**config.mk**
```make
export PLATFORM = sky130hd
export DESIGN_NAME = ac_control_unit
export DESIGN_NICKNAME = d
export VERILOG_FILES = /design/src/rtl/ac_control_unit.sv
export SDC_FILE = /design/constraint.sdc
export NUM_CORES = 1
export LEC_CHECK = 0
export ABC_AREA = 1
export BUFFER_PORTS_ARGS = -buffer_cell sky130_fd_sc_hd__buf_2
export CORE_MARGIN = 2
export CORE_UTILIZATION = 42
export CTS_CLUSTER_DIAMETER = 100
export CTS_CLUSTER_SIZE = 40
export DETAILED_ROUTE_END_ITERATION = 7
export GPL_ROUTABILITY_DRIVEN = 0
export PLACE_DENSITY = 0.74
export SKIP_LAST_GASP = 1
export SLEW_MARGIN = 20
export SYNTH_ARGS = -nofsm -noshare
export SYNTH_HDL_FRONTEND = slang
export SYNTH_SLANG_ARGS = --single-unit
```
**constraint.sdc**
```tcl
create_clock -name clk_i -period 1.2 [get_ports clk_i]
set_input_delay 0.36 -clock clk_i [delete_from_list [all_inputs] [get_ports clk_i]]
set_output_delay 0.36 -clock clk_i [all_outputs]
set_load 0.01 [all_outputs]
```
**src/rtl/ac_control_unit.sv**
```systemverilog
// Fetch/decode/execute sequencer for the 8-bit accumulator machine.
// Drives PC strobes, the memory handshake, accumulator write and ALU op select.
module ac_control_unit #(
    parameter int ADDR_W      = 5,
    parameter int DATA_W      = 8,
    parameter int ACK_TIMEOUT = 15
) (
    input  logic              clk_i,
    input  logic              rst_i,
    input  logic [DATA_W-1:0] instr_i,
    input  logic              mem_ack_i,
    input  logic              zero_i,
    input  logic              neg_i,
    output logic              mem_req_o,
    output logic              mem_we_o,
    output logic              addr_sel_o,
    output logic [ADDR_W-1:0] op_addr_o,
    output logic              pc_inc_o,
    output logic              jmp_en_o,
    output logic [ADDR_W-1:0] jmp_addr_o,
    output logic              acc_we_o,
    output logic [1:0]        alu_op_o,
    output logic [DATA_W-1:0] ir_o,
    output logic              halted_o,
    output logic              fault_o,
    output logic [2:0]        state_o
);

    typedef enum logic [2:0] {
        IDLE   = 3'd0,
        FETCH  = 3'd1,
        DECODE = 3'd2,
        RD     = 3'd3,
        WR     = 3'd4,
        JUMP   = 3'd5,
        HALT   = 3'd6
    } state_t;

    localparam logic [2:0] OP_LDA = 3'b000;
    localparam logic [2:0] OP_STA = 3'b001;
    localparam logic [2:0] OP_ADD = 3'b010;
    localparam logic [2:0] OP_SUB = 3'b011;
    localparam logic [2:0] OP_JMP = 3'b100;
    localparam logic [2:0] OP_JZ  = 3'b101;
    localparam logic [2:0] OP_JN  = 3'b110;

    localparam int              CNT_W    = $clog2(ACK_TIMEOUT + 1);
    localparam logic [CNT_W-1:0] CNT_LAST = CNT_W'(ACK_TIMEOUT - 1);

    state_t             state_q, state_d;
    logic [DATA_W-1:0]  ir_q, ir_d;
    logic [CNT_W-1:0]   cnt_q, cnt_d;
    logic               fault_q, fault_d;
    logic [2:0]         opcode;
    logic               req_state;

    assign opcode     = ir_q[DATA_W-1 -: 3];
    assign op_addr_o  = ir_q[ADDR_W-1:0];
    assign jmp_addr_o = ir_q[ADDR_W-1:0];
    assign ir_o       = ir_q;
    assign halted_o   = (state_q == HALT);
    assign fault_o    = fault_q;
    assign state_o    = state_q;
    assign req_state  = (state_q == FETCH) || (state_q == RD) || (state_q == WR);

    always_comb begin
        state_d    = state_q;
        ir_d       = ir_q;
        cnt_d      = cnt_q;
        fault_d    = fault_q;
        mem_req_o  = 1'b0;
        mem_we_o   = 1'b0;
        addr_sel_o = 1'b0;
        pc_inc_o   = 1'b0;
        jmp_en_o   = 1'b0;
        acc_we_o   = 1'b0;
        alu_op_o   = 2'b00;

        case (state_q)
            IDLE: state_d = FETCH;
            FETCH: begin
                mem_req_o = 1'b1;
                if (mem_ack_i) begin
                    ir_d    = instr_i;
                    state_d = DECODE;
                end
            end
            DECODE: begin
                pc_inc_o = 1'b1;
                case (opcode)
                    OP_LDA, OP_ADD, OP_SUB: state_d = RD;
                    OP_STA:                 state_d = WR;
                    OP_JMP:                 state_d = JUMP;
                    OP_JZ:                  state_d = zero_i ? JUMP : FETCH;
                    OP_JN:                  state_d = neg_i  ? JUMP : FETCH;
                    default:                state_d = HALT;
                endcase
            end
            RD: begin
                mem_req_o  = 1'b1;
                addr_sel_o = 1'b1;
                acc_we_o   = mem_ack_i;
                alu_op_o   = (opcode == OP_ADD) ? 2'b01 :
                             (opcode == OP_SUB) ? 2'b10 : 2'b00;
                if (mem_ack_i) state_d = FETCH;
            end
            WR: begin
                mem_req_o  = 1'b1;
                mem_we_o   = 1'b1;
                addr_sel_o = 1'b1;
                if (mem_ack_i) state_d = FETCH;
            end
            JUMP: begin
                jmp_en_o = 1'b1;
                state_d  = FETCH;
            end
            HALT:    state_d = HALT;
            default: state_d = IDLE;
        endcase

        // Ack on the cycle the count would hit the limit still completes normally.
        if (req_state) begin
            if (mem_ack_i) begin
                cnt_d = '0;
            end else if (cnt_q == CNT_LAST) begin
                state_d = HALT;
                fault_d = 1'b1;
            end else begin
                cnt_d = cnt_q + 1'b1;
            end
        end
        if (state_d != state_q) cnt_d = '0;
    end

    always_ff @(posedge clk_i) begin
        if (rst_i) begin
            state_q <= IDLE;
            ir_q    <= '0;
            cnt_q   <= '0;
            fault_q <= 1'b0;
        end else begin
            state_q <= state_d;
            ir_q    <= ir_d;
            cnt_q   <= cnt_d;
            fault_q <= fault_d;
        end
    end

endmodule

```
==> key figures, run 1 <==
Status
  – Status: complete, but fails checks
  – Failing checks: setup timing

STA
  – Rel. slew slack: 83.9%
  – Fmax: between 0.6 and 0.7 GHz
  – Worst hold slack: ~0.25 ns
  – Setup WS post-layout: -0.364 ns
  – Setup Skew: approximately 0.0070 ns
  – Max-slew violations: 0
  – RSZ-0062 raised after global routing: true
  – Worst slew pin tran: around 0.24 ns
  – Post-layout min period: between 1.5 and 2 ns
  – Hold Vio Cnt, Final: 0
  – Final setup fails: 27
  – Final cycle utilization of the critical path: 130%

Setup path
  – Critical path capture point type: output pin
  – Critical path class: flop to output pin
  – WP data arrival: 1.20 ns
  – Element type at the critical path start: flop
  – Max FO, Critical Path: 4
  – Slowest cell on crit path: dfxtp_4
  – Crit path max-delay family: flip-flops
  – Worst endpoint required time: approximately 0.84 ns
  – Critical path cell sequence: buf_6 -> nor3_4 -> buf_2
  – CP Buf/Inv Count: 2
  – Crit path largest cell delay: roughly 0.39 ns

Cells and area
  – Layout cells sized above 1: about 66%
  – Non-Filler Instances: around 260
  – Area grow syn2layout: 74.8%
  – Final net count: 245
  – Diodes inserted: 0

Global routing
  – Initial antenna violation count: 0
  – Total GRT Usage: around 22%
  – First-pass GRT wire length: between 4 and 5 mm
  – GRT overflow: 0
  – Vias in the first global route: around 1100
  – Largest net degree at the start of global routing: 13

Pwr
  – Flop pwr share: a little over a third
  – Pint: ~0.0012 W
  – Switching power: roughly 0.00064 W
  – Maximum vdd drop: around 0.0012 V
  – Clk network pwr share: between 20% and 30%
  – Switching portion of total power: between 30% and 40%
  – Pwr/cell area: about 1000 nW/µm²
  – Cell leakage power: approximately 0.95 nW
  – Total power: between 0.0015 and 0.002 W
  – Combinational fraction of design power: between 40 and 50%

Yosys
  – Area leader, netlist: dfxtp_1
  – Sequential element share of the synthesized area: 30.6%
  – Post-synthesis async set-or-reset flop share: 0%
  – Syn_nets: about 170
  – Synth top cells by count: nand2_1 (28), nor2_1 (23), inv_1 (17)
  – Post-Syn Instances: about 150
  – Synth top area share: 30.6%
  – Ys Warns: 0
  – Post-Syn Area: ~1000 µm²
  – Synthesized area per cell: around 7 µm²
  – Synth unique cells: 24
  – Top_reg_cell synth: dfxtp_1
  – Area contributors post-synth: dfxtp_1 (31%), nand2_1 (10%), nor2_1 (8.2%), buf_4 (7.2%), inv_1 (6.1%)
  – Count leader, synth: nand2_1
  – #FFs+latches synth: 16
  – EDFF count, synth: 0

Floorplanning
  – Starting Density: a little over two fifths
  – CORE AREA: around 2400 µm²
  – Die Wd: roughly 54 µm
  – Die area: about 2900 µm²
  – Top Ports: 44
  – Core Rows: 18
  – Die Y: 53.9 µm

Placed design
  – IO buf count: 43
  – Dpl hpwl: ~2 mm
  – Placed Cells incl. Taps: 242
  – Pre-CTS setup slack: -0.260 ns

Worst hold path
  – Tightest Hold Check Type: input pin to flop

Drt
  – Final ANT Viol Nets: 0
  – Routed via count: approximately 1300
  – Remaining DRCs: 0
  – DR vias/cell: 4.84
  – WL per Instance: roughly 13 µm
  – First-pass DRT Iterations: 4
  – Routed Wire Length: approximately 3.3 mm
  – Iter 0 DRT Violations: 15

Clocking
  – Clock latency on the worst-skew pair: just under 0.3 ns
  – Deepest clock path buffer count: 2
  – CTS Root Cell: clkbuf_4
  – CTS clk-pin slew, worst paths: around 0.1 ns
  – CTS H-tree lvls: 1
  – TritonCTS clock tree: yes
  – CTS Sinks: 16
  – CTS Buf Count: 3
  – Cts hold-fix bufs: 0

Job
  – MaxCap Viol Count: 0
-- kinds of logic (layout without fill, tap and decap cells) --
family                   Yosys count  in the layout  share of synthesized area (%)
AND/OR/NAND/NOR                   82             82                           39.4
buffers and inverters             32            108                           15.8
AO/OA/AOI/OAI                     19             19                           10.2
flip-flops                        16             16                           30.6
adder cells (fa/ha/maj)            2              2                           2.39
XOR/XNOR                           2              2                           1.67
-- metal layers --
metal / vias to the layer above / part of all wire (%) / GRT usage [%]
li1: 622 / - / -
met1: 581 / 38 / 25.9
met2: 47 / 54 / 39.4
met3: 4 / 6.3 / 6.39
met4: 0 / 1.6 / 4.70
met5: - / 0 / 0
-- power groups by stage --
stage / Clock (W) / Combinational (W) / Sequential [W]
CTS: 0.000364 / 0.000705 / 0.000623
detailed placement: 0 / 0.000615 / 0.000631
finish: 0.000357 / 0.000805 / 0.000628
global placement: 0 / 0.000605 / 0.000628
global route: 0.000394 / 0.000877 / 0.000635
floorplan: 0 / 0.000382 / 0.000649
-- registers in the layout (all words and copies together) (netlist names) --
signal / flops
cnt_q: 4
fault_o: 1
ir_o: 8
state_o: 3
-- final cells by class --
class | count | area (µm²)
Fill cell | 176 | 579
Inverter | 19 | 86.3
Multi-Input combinational cell | 105 | 719
Timing Repair Buffer | 85 | 609
Clock buffer | 4 | 36.3
Sequential cell | 16 | 342
Tap cell | 30 | 37.5
-- cells in the final DEF, fill, tap and decap left out, types with 2 or more instances in the layout --
master    instances
inv_1            13
nor3_2            5
buf_4            32
clkbuf_4          3
nand2_1          21
nand2_4           6
o21ai_2           4
a21oi_1           7
nand3_2           3
dfxtp_4           3
nor3_4            2
dfxtp_1           5
inv_4             2
inv_6             2
nor2_2            4
buf_6            15
inv_2             2
nor2_1           16
o21ai_1           5
nand2_2          11
dfxtp_2           8
o21ai_0           2
buf_2            37
nand3_1           4
nor2_4            7
-- final timing paths --
kind	from	to	slack, ns	depth (start not counted)
min reg2reg	fault_o	fault_o	0.47	2
min	rst_i	state_o[0]	0.25	2
max reg2reg	state_o[0]	cnt_q[3]	-0.28	8
max	state_o[2]	pc_inc_o	-0.36	3
-- stage by stage --
stage | util (%) | setup TNS [ns] | area (µm²)
3_5_place_dp | 61.6 | -2.44 | 1490
6_report | 76.0 | -4.86 | 1830
3_3_place_gp | 61.6 | -1.95 | 1490
4_1_cts | 70.4 | -4.41 | 1700
5_1_grt | 76.0 | -6.75 | 1830
2_1_floorplan | - | -0.833 | 1120
-- repair_timing --
| action | 4_1_cts | 5_1_grt |
|---|---|---|
| gates resized for setup | 37 | 32 |
| endpoints found under the setup margin | 27 | 42 |
| buffers inserted | 9 | 5 |
| pin swaps | 16 | 10 |
Power figures use the tool's default switching activity.
==> inputs of run 2 (changes only) <==
--- a/config.mk
+++ b/config.mk
@@ -8,12 +8,13 @@
 export ABC_AREA = 1
 export BUFFER_PORTS_ARGS = -buffer_cell sky130_fd_sc_hd__buf_2
 export CORE_MARGIN = 2
-export CORE_UTILIZATION = 42
+export CORE_UTILIZATION = 44
+export CTS_BUF_LIST = sky130_fd_sc_hd__clkbuf_8
 export CTS_CLUSTER_DIAMETER = 100
 export CTS_CLUSTER_SIZE = 40
 export DETAILED_ROUTE_END_ITERATION = 7
 export GPL_ROUTABILITY_DRIVEN = 0
-export PLACE_DENSITY = 0.74
+export PLACE_DENSITY = 0.77
 export SKIP_LAST_GASP = 1
 export SLEW_MARGIN = 20
 export SYNTH_ARGS = -nofsm -noshare
==> run 2 against run 1 <==
Effect of this change: the flow still finishes with violations (setup timing); clock power increased by 34%; core utilization increased by 8.2 points; setup slack improved by 0.027 ns; cell count decreased by 2.3%; non-clock buffer count decreased by 4; sequential power increased by 1%.
==> key figures, run 2 (synthesized netlist as in run 1, its figures left out) <==
Status
  – Status: complete, but fails checks
  – Failing checks: setup timing

STA
  – Worst slew pin tran: between 0.3 and 0.4 ns
  – RSZ-0062 raised after global routing: true
  – Worst hold slack: between 0.2 and 0.3 ns
  – Final setup fails: 24
  – Final cycle utilization of the critical path: 128%
  – Post-layout min period: approximately 1.5 ns
  – Fmax: about 0.65 GHz
  – Setup Skew: just under 0.008 ns
  – Max-slew violations: 0
  – Hold Vio Cnt, Final: 0
  – Rel. slew slack: around four fifths
  – Setup WS post-layout: -0.336 ns

Global routing
  – Largest net degree at the start of global routing: 13
  – First-pass GRT wire length: a little over 5 mm
  – GRT overflow: 0
  – Total GRT Usage: between 20% and 30%
  – Initial antenna violation count: 0
  – Vias in the first global route: 1178

Pwr
  – Total power: 0.00198 W
  – Maximum vdd drop: about 0.00083 V
  – Cell leakage power: roughly 0.94 nW
  – Pwr/cell area: between 1000 and 1500 nW/µm²

Setup path
  – Crit path max-delay family: flip-flops
  – Worst endpoint required time: 0.84 ns
  – Critical path capture point type: output pin
  – Critical path cell sequence: inv_4 -> nor2_4 -> nand2_4 -> nor3_4 -> buf_2
  – Slowest cell on crit path: dfxtp_4
  – Element type at the critical path start: flop
  – Reg2reg setup slack: -0.29 ns
  – WP data arrival: roughly 1.2 ns
  – Max FO, Critical Path: 4
  – Crit path largest cell delay: ~0.40 ns
  – Critical path class: flop to output pin
  – CP Buf/Inv Count: 2

Drt
  – Final ANT Viol Nets: 0
  – First-pass DRT Iterations: 4
  – Routed via count: between 1000 and 1500
  – WL per Instance: approximately 16 µm
  – Remaining DRCs: 0
  – Iter 0 DRT Violations: 19
  – DR vias/cell: between 5 and 6
  – Routed Wire Length: 3.97 mm

Cells and area
  – Diodes inserted: 0
  – Max FFs per register: 8
  – Layout cells sized above 1: around two thirds
  – Most frequent cells in the layout: buf_2 (37), buf_4 (29), nand2_1 (18)
  – Commonest non-fill, non-tap cell in the layout: buf_2
  – Area grow syn2layout: 79.5%
  – # fillers: about 120
  – Final net count: 241

Clocking
  – TritonCTS clock tree: yes
  – CTS Buf Count: 3
  – Cts hold-fix bufs: 0
  – CTS Sinks: 16
  – Clock latency on the worst-skew pair: 0.25 ns
  – CTS H-tree lvls: 1
  – Deepest clock path buffer count: 2
  – CTS clk-pin slew, worst paths: ~0.070 ns
  – CTS Root Cell: clkbuf_8

Floorplanning
  – Die area: 2790 µm²
  – Core Rows: 17
  – Die Wd: around 53 µm
  – Top Ports: 44
  – CORE AREA: between 2000 and 2500 µm²
  – Starting Density: approximately 47%
  – Die Y: 52.8 µm

Placed design
  – Dpl hpwl: between 2 and 2.5 mm
  – IO buf count: 43

Job
  – MaxCap Viol Count: 0

Worst hold path
  – Tightest Hold Check Type: input pin to flop
==> run 2: path summary, 6_finish.rpt <==
kind / startpoint / depth (start not counted) / to
max: state_o[0] / 5 / alu_op_o[0]
min reg2reg: fault_o / 2 / fault_o
min: rst_i / 2 / state_o[0]
max reg2reg: state_o[2] / 11 / cnt_q[1]
==> run 2: repair_timing <==
action	in CTS	in global routing
pin swaps	13	15
gates resized for setup	33	43
hold endpoints to repair	0	0
buffers inserted	9	5
endpoints found under the setup margin	25	29
==> run 2: metrics by stage <==
step / cell area, µm² / std cells / TNS, ns / util [%] / setup WS (ns)
floorplan: 1120 / 153 / -0.833 / - / -0.119
global placement: 1490 / 237 / -1.99 / 66.5 / -0.206
detailed placement: 1490 / 237 / -2.73 / 66.5 / -0.279
CTS: 1690 / 249 / -3.75 / 75.9 / -0.312
global route: 1880 / 253 / -5.63 / 84.1 / -0.394
finish: 1880 / 253 / -4.31 / 84.1 / -0.336
==> run 2: report_power, final <==
group | total (W) | switching (W) | internal [W] | leakage, nW
logic | 0.000865 | 0.000466 | 0.000399 | 0.780
registers | 0.000635 | 0.0000565 | 0.000578 | 0.135
clock network | 0.000478 | 0.000187 | 0.000291 | 0.0288
==> run 2: cell type report <==
cell class,instances,area (µm²),area share (%)
clock buffer,4,55.1,2.93
inverter,19,86.3,4.59
multi-input combinational,105,772,41.1
sequential,16,338,18.0
tap,28,35.0,1.86
timing repair buffer,81,593,31.6
==> run 2: metal layers <==
layer  up-vias  wire (µm)  GRT usage (%)
li1        613          -              -
met1       648       1550           29.7
met2        39       2180           45.4
met3        10        135           5.14
met4         0        102           7.69
met5         -          0              0
